[config.mk]
export PLATFORM = sky130hd
export DESIGN_NAME = bin_to_ascii_stream
export DESIGN_NICKNAME = d
export VERILOG_FILES = /design/src/rtl/bin_to_ascii_stream.sv
export SDC_FILE = /design/constraint.sdc
export NUM_CORES = 1
export LEC_CHECK = 0
export BUFFER_PORTS_ARGS = -buffer_cell sky130_fd_sc_hd__buf_2
export CAP_MARGIN = 20
export CORE_MARGIN = 2
export CORE_UTILIZATION = 40
export CTS_CLUSTER_SIZE = 8
export DETAILED_ROUTE_END_ITERATION = 6
export HOLD_SLACK_MARGIN = 0.05
export SLEW_MARGIN = 20
export SYNTH_ARGS = -nofsm -noshare
export SYNTH_HDL_FRONTEND = slang
export SYNTH_SLANG_ARGS = --single-unit
[constraint.sdc]
create_clock -name clk -period 2.33 [get_ports clk]
set_input_delay 0.5825 -clock clk [delete_from_list [all_inputs] [get_ports clk]]
set_output_delay 0.5825 -clock clk [all_outputs]
set_load 0.05 [all_outputs]
[src/rtl/bin_to_ascii_stream.sv]
// Converts a DATA_W-bit word into a hex ASCII character stream, MSB nibble first, with optional CR/LF.
// Latency: first character 1 cycle after accept, then one character per out handshake; in_ready only in IDLE.
// Backpressure: out_char/state hold while out_valid && !out_ready; in_ready stays low until the word is fully emitted.
module bin_to_ascii_stream #(
    parameter int DATA_W = 16
) (
    input  logic              clk,
    input  logic              rst,
    input  logic [DATA_W-1:0] in_data,
    input  logic              in_valid,
    output logic              in_ready,
    input  logic              lower,
    input  logic              suppress_zeros,
    input  logic              add_crlf,
    output logic [7:0]        out_char,
    output logic              out_valid,
    input  logic              out_ready,
    output logic              busy
);
    localparam int NDIG = DATA_W / 4;
    localparam int IW   = (NDIG > 1) ? $clog2(NDIG) : 1;

    typedef enum logic [1:0] {IDLE, DIGITS, CR, LF} state_t;

    state_t            state;
    logic [DATA_W-1:0] word_q;
    logic              lower_q;
    logic              crlf_q;
    logic [IW-1:0]     idx;
    logic [IW-1:0]     start_idx;

    function automatic logic [7:0] to_ascii(input logic [3:0] nib, input logic lc);
        if (nib < 4'd10)
            return 8'h30 + {4'h0, nib};
        else
            return (lc ? 8'h57 : 8'h37) + {4'h0, nib};
    endfunction

    function automatic logic [3:0] digit_at(input logic [DATA_W-1:0] w, input logic [IW-1:0] i);
        logic [DATA_W-1:0] sh;
        sh = w >> {i, 2'b00};
        return sh[3:0];
    endfunction

    // Highest nonzero nibble; an all-zero word still yields one '0' digit at index 0.
    function automatic logic [IW-1:0] msd(input logic [DATA_W-1:0] w);
        logic [IW-1:0] r;
        r = '0;
        for (int i = 0; i < NDIG; i++)
            if (w[i*4 +: 4] != 4'h0)
                r = IW'(i);
        return r;
    endfunction

    always_comb begin
        start_idx = IW'(NDIG - 1);
        if (suppress_zeros)
            start_idx = msd(in_data);
    end

    assign in_ready = (state == IDLE);

    always_ff @(posedge clk) begin
        if (rst) begin
            state     <= IDLE;
            out_valid <= 1'b0;
            out_char  <= 8'h00;
            busy      <= 1'b0;
            idx       <= '0;
            word_q    <= '0;
            lower_q   <= 1'b0;
            crlf_q    <= 1'b0;
        end else begin
            case (state)
                IDLE: begin
                    if (in_valid) begin
                        word_q    <= in_data;
                        lower_q   <= lower;
                        crlf_q    <= add_crlf;
                        idx       <= start_idx;
                        out_char  <= to_ascii(digit_at(in_data, start_idx), lower);
                        out_valid <= 1'b1;
                        busy      <= 1'b1;
                        state     <= DIGITS;
                    end
                end
                DIGITS: begin
                    if (out_ready) begin
                        if (idx != '0) begin
                            idx      <= idx - 1'b1;
                            out_char <= to_ascii(digit_at(word_q, idx - 1'b1), lower_q);
                        end else if (crlf_q) begin
                            out_char <= 8'h0D;
                            state    <= CR;
                        end else begin
                            out_valid <= 1'b0;
                            busy      <= 1'b0;
                            state     <= IDLE;
                        end
                    end
                end
                CR: begin
                    if (out_ready) begin
                        out_char <= 8'h0A;
                        state    <= LF;
                    end
                end
                LF: begin
                    if (out_ready) begin
                        out_valid <= 1'b0;
                        busy      <= 1'b0;
                        state     <= IDLE;
                    end
                end
                default: begin
                    out_valid <= 1'b0;
                    busy      <= 1'b0;
                    state     <= IDLE;
                end
            endcase
        end
    end
endmodule

==> results.tsv <==
metric	value	unit
clkLatencyLatePin	0.29	ns
seq_area_frac_synth	0.336	
timing.final.crit_period	2.18	ns
die_area	5020	um2
clock_skew	0.00588	ns
antenna_found_initial	0	
initial_utilization	0.413	
syn2layout_area_growth	24.7	%
wirelength	4620	um
antenna_cells	0	
seq_power_share	0.338	
synth.cell_area	1790	um2
cp.required	2.53	ns
hold_viol	0	
clkPwrFrac	0.247	
multi_input_area	1110	um2
p_comb_frac	0.414	
die_w	70.8	um
cp_max_fo	4	
tightestPinTransition	0.661	ns
vias_per_cell	5.38	
drive_above_1_share	0.256	
yosys_warnings	0	
numPlacedInstances	325	
grt_usage	0.202	
ir_drop	0.351	mV
hold_class	register to register	
status	finished clean	
htree_levels	2	
maxCapViolCount	0	
rows	24	
postCtsSetupRepairBufs	0	
via_count	1793	
leakage	0.000957	uW
power	1840	uW
gp_congestion	0.860	
p_switching	743	uW
ys_ff_latch	30	
most-common-layout-cells	nand2_1, buf_2, dfxtp_1, a21oi_1, buf_4	
register_area	601	um2
ios	34	
grt_setup_unrepaired	true	
synthCells	234	
postSynth.asyncResetShare	0	
fillers	458	
drtPass1Iterations	6	
synth_cell_types	52	
power_density	827	nW/um2
fin_cells	333	
die_h	70.8	um
antenna_left	0	
intPower	1100	uW
max_freq	458	MHz
place_hpwl	3470	um
crit_type	input pin to register	
slew_headroom	0.560	
synthTopCellsByArea	dfxtp_1, nand2_1, a21oi_1	
critPathCaptureType	register	
clockBufferDepth	2	
arrival	2.39	ns
cts_tree	built	
clock-sinks	30	
grt_max_degree	19	
setup_viol	0	
nets	310	
numCtsBuffers	5	
drc_errors	0	
synth_area_per_cell	7.64	um2
grt_overflow	0	
slew_viol_final	0	
core_area	4320	um2
io_buffer_count	32	
synthesis.nets	264	
cp-start-kind	input pin	
timing.final.crit_share	0.937	
drt_iter0_markers	84	
mostFrequentLayoutCell	nand2_1	
path_clk_slew	0.07	ns
grt_pass1_vias	1651	
synth_top_area_share	0.336	
synth_top_cell_by_area	dfxtp_1	
synth_edf_count	0	
detail_route.wl_per_cell	13.9	um
swShare	0.404	
ys.flop_type	dfxtp_1	
root_buffer	clkbuf_8	
grt_pass1_wl	7900	um
## registers in the layout, indices dropped and copies added (netlist names), named ones only
register,count
state,1
crlf_q,1
busy,1
out_char,7
lower_q,1
word_q,16
idx,2
## power by group through the flow
stage | Sequential [uW] | Combinational (uW) | Clock, uW
after global routing | 631 | 852 | 494
after CTS | 623 | 760 | 462
after floorplan | 742 | 463 | 0
after detailed placement | 635 | 757 | 0
after global placement | 634 | 756 | 0
final | 623 | 763 | 455
## synth_stat cells, types with 2 or more instances
master    instances
a211oi_1          2
a21oi_1          29
mux4_2            4
nor4_1            3
a21o_1            2
a31oi_1           8
nand2_1          48
inv_1            16
o21ai_1           2
nor2_1           17
nor4b_1           3
nand3_1           4
dfxtp_1          30
buf_4             2
o21ai_0          12
o31ai_1           2
nor2b_1           3
clkbuf_1          7
ha_1              7
## per-layer routing
| metal | up-vias | wire length, um | global-route usage |
|---|---|---|---|
| li1 | 928 | - | - |
| met1 | 829 | 2190 | 0.254 |
| met2 | 30 | 2200 | 0.336 |
| met3 | 6 | 163 | 0.0484 |
| met4 | 0 | 65 | 0.0755 |
| met5 | - | 0 | 0 |
## cell families after synthesis
| kind of cell | after synthesis | synth area share |
|---|---|---|
| flip-flops | 30 | 0.336 |
| XOR/XNOR | 1 | 0.00490 |
| AND/OR/NAND/NOR | 88 | 0.227 |
| multiplexers | 5 | 0.0560 |
| other | 1 | 0.00210 |
| buffers and inverters | 27 | 0.0616 |
| AO/OA/AOI/OAI | 75 | 0.263 |
| adder cells (fa/ha/maj) | 7 | 0.0490 |
## per-stage QoR
stage	hold slack (ns)	TNS, ns	cell area (um2)	worst slack, ns	utilization
floorplan	0.432	0	1810	0.0324	-
global placement	0.442	-0.328	2120	-0.108	0.491
detailed placement	0.447	-0.439	2120	-0.125	0.491
CTS	0.457	0	2220	0.146	0.513
global route	0.472	-0.0224	2230	-0.0224	0.515
finish	0.454	0	2230	0.147	0.515
## final cells by class
cell class	count	share of cell area
clock buffers	6	0.0371
well taps	52	0.0292
clock inverters	2	0.00562
flip-flops and latches	30	0.270
multi-input cells	177	0.499
inverters	16	0.0270
repair buffers	50	0.133
## critical path: stages
cell and delay (ns):
buf_2 0.10, or4_4 0.56, o31a_4 0.39, ha_4 0.17, nor2b_1 0.12, o21ai_0 0.14, nand3_1 0.10, a311oi_1 0.22
## repair_timing
action / in CTS / in global routing
setup endpoints to repair: 0 / 2
resized for setup: 0 / 2
hold buffers: 0 / 0
## worst paths after layout
check | from | endpoint | slack [ns] | cells after the start
hold / removal | word_q[14] | word_q[14] | 0.45 | 2
setup reg to reg | idx[1] | out_char[0] | 0.20 | 8
setup / recovery | in_data[8] | out_char[6] | 0.15 | 8
hold reg to reg | word_q[14] | word_q[14] | 0.45 | 2
Note: power is estimated with default switching activity, not from simulation.
